<file path="src/rtl/mmio_uart.sv">
// mmio_uart: memory-mapped 8N1 UART with TX/RX FIFOs, baud divisor,
// status flags, LED register and RX-level interrupt.

module mmio_uart_fifo #(
  parameter int DEPTH = 4,
  parameter int W     = 8
) (
  input  logic         clk,
  input  logic         rstn,
  input  logic         push_i,
  input  logic [W-1:0] data_i,
  input  logic         pop_i,
  output logic [W-1:0] data_o,
  output logic         full_o,
  output logic         empty_o
);

  localparam int AW = $clog2(DEPTH);
  localparam logic [AW:0] PONE = (AW+1)'(1);

  logic [W-1:0] mem_q [DEPTH];
  logic [AW:0]  wp_q;
  logic [AW:0]  rp_q;
  logic         do_push;
  logic         do_pop;

  assign empty_o = (wp_q == rp_q);
  // Same index, opposite wrap bit: the writer is a full lap ahead.
  assign full_o  = (wp_q[AW-1:0] == rp_q[AW-1:0]) &&
                   (wp_q[AW] != rp_q[AW]);
  assign do_pop  = pop_i & ~empty_o;
  assign do_push = push_i & (~full_o | do_pop);
  assign data_o  = mem_q[rp_q[AW-1:0]];

  always_ff @(posedge clk or negedge rstn) begin
    if (!rstn) begin
      wp_q <= '0;
      rp_q <= '0;
      for (int i = 0; i < DEPTH; i++) mem_q[i] <= '0;
    end else begin
      if (do_push) begin
        mem_q[wp_q[AW-1:0]] <= data_i;
        wp_q <= wp_q + PONE;
      end
      if (do_pop) rp_q <= rp_q + PONE;
    end
  end

endmodule

module mmio_uart #(
  parameter int CLOCK_RATE = 12_000_000,
  parameter int BAUD_RATE  = 9600,
  parameter int FIFO_DEPTH = 4,
  parameter int LED_WIDTH  = 8,
  parameter int DIV_WIDTH  = 16
) (
  input  logic                 clk,
  input  logic                 rstn,
  input  logic                 sel,
  input  logic                 wren,
  input  logic [3:0]           addr,
  input  logic [31:0]          wdata,
  output logic [31:0]          rdata,
  input  logic                 uart_rx,
  output logic                 uart_tx,
  output logic [LED_WIDTH-1:0] leds,
  output logic                 irq
);

  localparam int DIV_RST = CLOCK_RATE / BAUD_RATE;
  localparam logic [DIV_WIDTH-1:0] DIV_MIN = DIV_WIDTH'(4);
  localparam logic [DIV_WIDTH-1:0] ONE_D   = DIV_WIDTH'(1);

  typedef enum logic [1:0] {
    TX_IDLE, TX_START, TX_DATA, TX_STOP
  } tx_st_e;

  typedef enum logic [2:0] {
    RX_IDLE, RX_START, RX_DATA, RX_STOP, RX_WAIT
  } rx_st_e;

  logic [31:0]          rdata_q;
  logic [31:0]          rdata_d;
  logic [LED_WIDTH-1:0] leds_q;
  logic [DIV_WIDTH-1:0] div_q;
  logic [DIV_WIDTH-1:0] div_m1;
  logic [DIV_WIDTH-1:0] wdiv;
  logic                 ovr_q;
  logic                 ferr_q;

  logic rd_en;
  logic wr_en;
  logic flag_clr;
  logic unused_wdata;

  logic       txf_push;
  logic       txf_pop;
  logic [7:0] txf_data;
  logic       txf_full;
  logic       txf_empty;

  logic       rxf_push;
  logic       rxf_pop;
  logic [7:0] rxf_data;
  logic       rxf_full;
  logic       rxf_empty;

  tx_st_e               tx_st_q;
  logic                 tx_q;
  logic [DIV_WIDTH-1:0] tx_cnt_q;
  logic [2:0]           tx_bit_q;
  logic [7:0]           tx_sh_q;
  logic                 tx_idle;

  logic                 rx_m_q;
  logic                 rx_s_q;
  logic                 rx_p_q;
  rx_st_e               rx_st_q;
  logic [DIV_WIDTH-1:0] rx_cnt_q;
  logic [2:0]           rx_bit_q;
  logic [7:0]           rx_sh_q;
  logic                 rx_stop_tick;
  logic                 ovr_set;
  logic                 ferr_set;

  logic [31:0] leds_ext;
  logic [31:0] div_ext;
  logic [31:0] status;

  assign rd_en    = sel & ~wren;
  assign wr_en    = sel & wren;
  assign flag_clr = wr_en && (addr == 4'd2);
  assign wdiv     = wdata[DIV_WIDTH-1:0];
  assign div_m1   = div_q - ONE_D;
  assign unused_wdata = ^wdata;

  assign txf_push = wr_en && (addr == 4'd0);
  assign rxf_pop  = rd_en && (addr == 4'd0);

  mmio_uart_fifo #(.DEPTH(FIFO_DEPTH), .W(8)) u_txf (
    .clk     (clk),
    .rstn    (rstn),
    .push_i  (txf_push),
    .data_i  (wdata[7:0]),
    .pop_i   (txf_pop),
    .data_o  (txf_data),
    .full_o  (txf_full),
    .empty_o (txf_empty)
  );

  mmio_uart_fifo #(.DEPTH(FIFO_DEPTH), .W(8)) u_rxf (
    .clk     (clk),
    .rstn    (rstn),
    .push_i  (rxf_push),
    .data_i  (rx_sh_q),
    .pop_i   (rxf_pop),
    .data_o  (rxf_data),
    .full_o  (rxf_full),
    .empty_o (rxf_empty)
  );

  // A new frame is loaded from idle or at the end of a stop bit.
  assign txf_pop = ~txf_empty &&
                   ((tx_st_q == TX_IDLE) ||
                    ((tx_st_q == TX_STOP) && (tx_cnt_q == '0)));
  assign tx_idle = txf_empty && (tx_st_q == TX_IDLE);

  always_ff @(posedge clk or negedge rstn) begin
    if (!rstn) begin
      tx_st_q  <= TX_IDLE;
      tx_q     <= 1'b1;
      tx_cnt_q <= '0;
      tx_bit_q <= '0;
      tx_sh_q  <= '0;
    end else if (txf_pop) begin
      tx_st_q  <= TX_START;
      tx_q     <= 1'b0;
      tx_sh_q  <= txf_data;
      tx_cnt_q <= div_m1;
    end else begin
      case (tx_st_q)
        TX_IDLE: tx_q <= 1'b1;
        TX_START: begin
          if (tx_cnt_q == '0) begin
            tx_st_q  <= TX_DATA;
            tx_q     <= tx_sh_q[0];
            tx_bit_q <= '0;
            tx_cnt_q <= div_m1;
          end else begin
            tx_cnt_q <= tx_cnt_q - ONE_D;
          end
        end
        TX_DATA: begin
          if (tx_cnt_q == '0) begin
            tx_cnt_q <= div_m1;
            if (tx_bit_q == 3'd7) begin
              tx_st_q <= TX_STOP;
              tx_q    <= 1'b1;
            end else begin
              tx_q     <= tx_sh_q[1];
              tx_sh_q  <= {1'b0, tx_sh_q[7:1]};
              tx_bit_q <= tx_bit_q + 3'd1;
            end
          end else begin
            tx_cnt_q <= tx_cnt_q - ONE_D;
          end
        end
        TX_STOP: begin
          if (tx_cnt_q == '0) tx_st_q <= TX_IDLE;
          else tx_cnt_q <= tx_cnt_q - ONE_D;
        end
      endcase
    end
  end

  always_ff @(posedge clk or negedge rstn) begin
    if (!rstn) begin
      rx_m_q <= 1'b1;
      rx_s_q <= 1'b1;
      rx_p_q <= 1'b1;
    end else begin
      rx_m_q <= uart_rx;
      rx_s_q <= rx_m_q;
      rx_p_q <= rx_s_q;
    end
  end

  assign rx_stop_tick = (rx_st_q == RX_STOP) && (rx_cnt_q == '0);
  assign rxf_push     = rx_stop_tick & rx_s_q;
  assign ferr_set     = rx_stop_tick & ~rx_s_q;
  // Pop only succeeds when non-empty, so a full FIFO frees a slot iff popped.
  assign ovr_set      = rxf_push & rxf_full & ~rxf_pop;

  always_ff @(posedge clk or negedge rstn) begin
    if (!rstn) begin
      rx_st_q  <= RX_IDLE;
      rx_cnt_q <= '0;
      rx_bit_q <= '0;
      rx_sh_q  <= '0;
    end else begin
      case (rx_st_q)
        RX_IDLE: begin
          if (!rx_s_q && rx_p_q) begin
            rx_st_q  <= RX_START;
            rx_cnt_q <= (div_q >> 1) - ONE_D;
          end
        end
        RX_START: begin
          if (rx_cnt_q == '0) begin
            if (rx_s_q) begin
              rx_st_q <= RX_IDLE;
            end else begin
              rx_st_q  <= RX_DATA;
              rx_bit_q <= '0;
              rx_cnt_q <= div_m1;
            end
          end else begin
            rx_cnt_q <= rx_cnt_q - ONE_D;
          end
        end
        RX_DATA: begin
          if (rx_cnt_q == '0) begin
            rx_sh_q  <= {rx_s_q, rx_sh_q[7:1]};
            rx_cnt_q <= div_m1;
            if (rx_bit_q == 3'd7) rx_st_q <= RX_STOP;
            else rx_bit_q <= rx_bit_q + 3'd1;
          end else begin
            rx_cnt_q <= rx_cnt_q - ONE_D;
          end
        end
        RX_STOP: begin
          if (rx_cnt_q == '0) begin
            rx_st_q <= rx_s_q ? RX_IDLE : RX_WAIT;
          end else begin
            rx_cnt_q <= rx_cnt_q - ONE_D;
          end
        end
        RX_WAIT: if (rx_s_q) rx_st_q <= RX_IDLE;
        default: rx_st_q <= RX_IDLE;
      endcase
    end
  end

  assign leds_ext = 32'(leds_q);
  assign div_ext  = 32'(div_q);
  assign status   = {27'b0, ferr_q, ovr_q, ~rxf_empty, tx_idle, txf_full};

  always_comb begin
    rdata_d = '0;
    if (rd_en) begin
      unique case (addr)
        4'd0: if (!rxf_empty) rdata_d = {23'b0, 1'b1, rxf_data};
        4'd1: rdata_d = leds_ext;
        4'd2: rdata_d = status;
        4'd4: rdata_d = div_ext;
        default: rdata_d = '0;
      endcase
    end
  end

  always_ff @(posedge clk or negedge rstn) begin
    if (!rstn) begin
      rdata_q <= '0;
      leds_q  <= '0;
      div_q   <= DIV_WIDTH'(DIV_RST);
      ovr_q   <= 1'b0;
      ferr_q  <= 1'b0;
    end else begin
      rdata_q <= rdata_d;
      if (wr_en && (addr == 4'd1)) leds_q <= wdata[LED_WIDTH-1:0];
      if (wr_en && (addr == 4'd4)) div_q <= (wdiv < DIV_MIN) ? DIV_MIN : wdiv;
      ovr_q  <= ovr_set  | (ovr_q  & ~flag_clr);
      ferr_q <= ferr_set | (ferr_q & ~flag_clr);
    end
  end

  assign rdata   = rdata_q;
  assign uart_tx = tx_q;
  assign leds    = leds_q;
  assign irq     = ~rxf_empty;

endmodule

</file>
<file path="config.mk">
export PLATFORM = sky130hd
export DESIGN_NAME = mmio_uart
export DESIGN_NICKNAME = d
export VERILOG_FILES = /design/src/rtl/mmio_uart.sv
export SDC_FILE = /design/constraint.sdc
export NUM_CORES = 1
export LEC_CHECK = 0
export BUFFER_PORTS_ARGS = -buffer_cell sky130_fd_sc_hd__buf_2
export CORE_ASPECT_RATIO = 0.5
export CORE_UTILIZATION = 50
export CTS_CLUSTER_DIAMETER = 80
export CTS_CLUSTER_SIZE = 10
export DETAILED_ROUTE_END_ITERATION = 6
export PLACE_DENSITY = 0.71
export SLEW_MARGIN = 30
export SYNTH_ARGS = -nofsm -noshare
export SYNTH_HDL_FRONTEND = slang
export SYNTH_SLANG_ARGS = --single-unit
</file>
<file path="constraint.sdc">
create_clock -name clk -period 4.21 [get_ports clk]
set_input_delay 0.6315 -clock clk [delete_from_list [all_inputs] [get_ports clk]]
set_output_delay 0.6315 -clock clk [all_outputs]
set_load 0.02 [all_outputs]
</file>
==> results by group <==
Global routing
  • Largest net degree at the start of global routing: 111
  • Grt total ovfl: 0
  • Total GRT Usage: 0.2356
  • First-pass GRT wire length: 37110 µm
  • Vias in the first global route: 6904
  • Antenna violations before repair: 0

Floorplan
  • Rows: 36
  • Height of the die: between 100 and 150 µm
  • I/O Pins: 83
  • Die Wd: 201.4 µm
  • Core area: 19460 µm²
  • Die area: 20480 µm²
  • Starting Density: 0.5108

Finish
  • Finished Core Util: 0.5627
  • Leading cell type in the layout, fill and taps excluded: dfrtp_1
  • Most frequent cells in the layout: 172 x dfrtp_1, 70 x nand2_1, 64 x mux2_2
  • Layout cell share with drive strength beyond 1: 0.2588
  • Number of diodes: 0
  • Nets: 987
  • Area growth syn-to-layout: 10.16%

Logic synthesis
  • Sequential share of the synthesized area: 0.4568
  • Post-synthesis cell type count: 80
  • Number of synthesized flops with an enable pin: 0
  • Synth Register Bits: 181
  • Fraction of registers with async set/reset: 1.000
  • Post-Syn Area: 9940 µm²
  • Top FF cell, synth: dfrtp_1
  • Post-synthesis average cell area: 11.16 µm²
  • Synth top area share: 0.4330
  • Mapped Cells: roughly 890
  • YS warnings: 0
  • Area leader, netlist: dfrtp_1
  • Area contributors post-synth: dfrtp_1 43%, mux2_2 7.3%, mux2_4 4.8%

Detailed routing
  • Via density per instance: 5.941
  • Via count: about 7100
  • Post-Route WL: 23240 µm
  • Detailed Routing Iterations Pass 1: 6
  • Antenna viol nets, final: 0
  • Drt drc: 0
  • Wire per inst: about 19 µm
  • DR iter-0 viols: approximately 530

CTS
  • Clock buffer depth: 2
  • CTS Hold Bufs: 0
  • # resized after CTS: 0
  • Clk slew on worst S/H paths: 0.07 ns
  • Root buf cell: clkbuf_16
  • CTS tree: yes
  • H-Tree Level Count: 4
  • Buffer count from post-CTS setup fixing: 0
  • Total clock sinks: 181
  • Clock latency on the worst-skew pair: approximately 0.45 ns
  • CTS Buf Count: 17

Setup path
  • WP data arrival: 3.33 ns
  • Crit Path Class: reg -> reg
  • Critical Path Sink Type: flop
  • Crit path required time: roughly 4.6 ns
  • CP Max Fanout: 9
  • CP Launch Type: flop

Placement
  • Post-DP HPWL: about 16000 µm
  • Global placement routability congestion: 0.9001
  • PortBufs: 50

Timing
  • Max Slew Vio Count: 0
  • Final hold violation count: 0
  • Max Freq: 334.1 MHz
  • RSZ-0062 raised after global routing: false
  • Min Tclk post-route: roughly 3 ns
  • Clock skew: 0.01192 ns
  • Worst-Margin Slew: 0.9313 ns
  • Final setup fails: 0
  • Tcrit/Tclk final: 0.7109
  • Slew headroom: 0.3768
  • Post-Route Setup TNS: 0 ns

Power and ir drop
  • Leakage: 4.989 nW
  • VDD IR max: 0.0003281 V
  • PwrDens: about 580 nW/µm²

Min path
  • Worst hold-check path type: in -> async

Job
  • Max cap viols: 0

Status
  • Status: finished, final reports clean
## cells in the mapped netlist (6+ instances only)
cell / number
a22o_1: 6
mux2i_1: 19
a222oi_1: 6
o2bb2ai_1: 9
mux4_2: 16
mux2_2: 64
a211oi_1: 6
xor2_1: 22
nor4_1: 14
dfstp_2: 9
ha_1: 24
o22ai_1: 18
nor2_1: 43
buf_4: 19
nand2_1: 70
nor3_1: 23
o21ai_0: 44
nand4_1: 10
and2_1: 9
inv_1: 24
mux2_4: 32
nand3_1: 15
and3_1: 16
clkbuf_1: 29
dfrtp_1: 172
xnor2_1: 19
a21oi_1: 34
nand2b_1: 8
a31oi_1: 7
buf_2: 12
## per-layer routing
layer,up-vias,global-route usage,routed length [µm]
met5,-,0,0
met4,0,0.08974,570
met3,38,0.04730,1123
met2,195,0.3647,10800
met1,3608,0.3299,10740
li1,3294,-,-
## report_power, final
part / internal [mW] / leakage [nW] / switching, mW
Combinational: 0.939 / 2.33 / 1.20
Clock: 0.851 / 0.288 / 0.782
Sequential: 2.11 / 2.37 / 0.449
## metrics by stage
step / instance area (µm²) / total power, mW / std cells / hold slack (ns) / worst slack [ns]
after floorplan: 9996 / 4.153 / 906 / 0.3359 / 1.753
after global placement: 10340 / 4.613 / 1169 / 0.3464 / 1.264
after detailed placement: 10340 / 4.695 / 1169 / 0.3475 / 1.195
after CTS: 10950 / 6.337 / 1201 / 0.2666 / 1.222
after global routing: 10950 / 6.725 / 1201 / 0.2677 / 1.030
final: 10950 / 6.333 / 1201 / 0.2429 / 1.217
## worst max-delay path, cell delays in order, from the launching register on
cell and delay (ns):
dfrtp_1 0.44, or3_4 0.44, or4_4 0.45, nor2_2 0.21, and3_1 0.79, nand2_8 0.19
mux2_4 0.35
## state kept, by name, indices dropped and copies added, names as in the netlist, 2 cells and up
signal and flops:
u_rxf.rp_q 3, u_rxf.wp_q 3, rx_cnt_q 16, rx_st_q 3, div_q 16, tx_bit_q 3, rx_sh_q 8, rdata 16
u_txf.wp_q 3, u_txf.rp_q 3, tx_st_q 2, tx_cnt_q 16, rx_bit_q 3, tx_sh_q 8, u_txf.mem_q 32, leds 8
u_rxf.mem_q 32
## kinds of logic (layout without fill, tap and decap cells)
logic type               after synthesis  in the layout  share of synthesized area
XOR/XNOR                              41             41                    0.03613
other                                  1             16                  0.0003773
buffers and inverters                 88            117                    0.04418
AO/OA/AOI/OAI                        174            174                     0.1188
flip-flops                           181            181                     0.4568
multiplexers                         131            131                     0.1762
adder cells (fa/ha/maj)               25             25                    0.03122
AND/OR/NAND/NOR                      250            250                     0.1362
## worst paths after layout
path / from / end / slack, ns / depth (start not counted)
max in group asynchronous: rstn / u_rxf.wp_q[0]$_DFFE_PN0P_ / 3.15 / 2
hold / removal: rstn / rx_cnt_q[15]$_DFFE_PN0P_ / 0.24 / 1
hold reg to reg: rx_m_q$_DFF_PN1_ / rx_s_q$_DFF_PN1_ / 0.35 / 0
setup / recovery: rx_cnt_q[10]$_DFFE_PN0P_ / u_rxf.mem_q[4]$_DFFE_PN0P_ / 1.22 / 6
min in group clk: uart_rx / rx_m_q$_DFF_PN1_ / 0.28 / 1
setup reg to reg: rx_cnt_q[10]$_DFFE_PN0P_ / u_rxf.mem_q[4]$_DFFE_PN0P_ / 1.22 / 6
## area by class of cell
cell class	instances	area, µm²
Sequential cell	181	4541
Clock buffer	17	425.4
Multi-Input combinational cell	637	5025
Inverter	24	90.09
Fill cell	1657	8509
Timing Repair Buffer	61	355.3
Clock inverter	15	180.2
Tap cell	266	332.8
(Power assumes the default switching activity.)
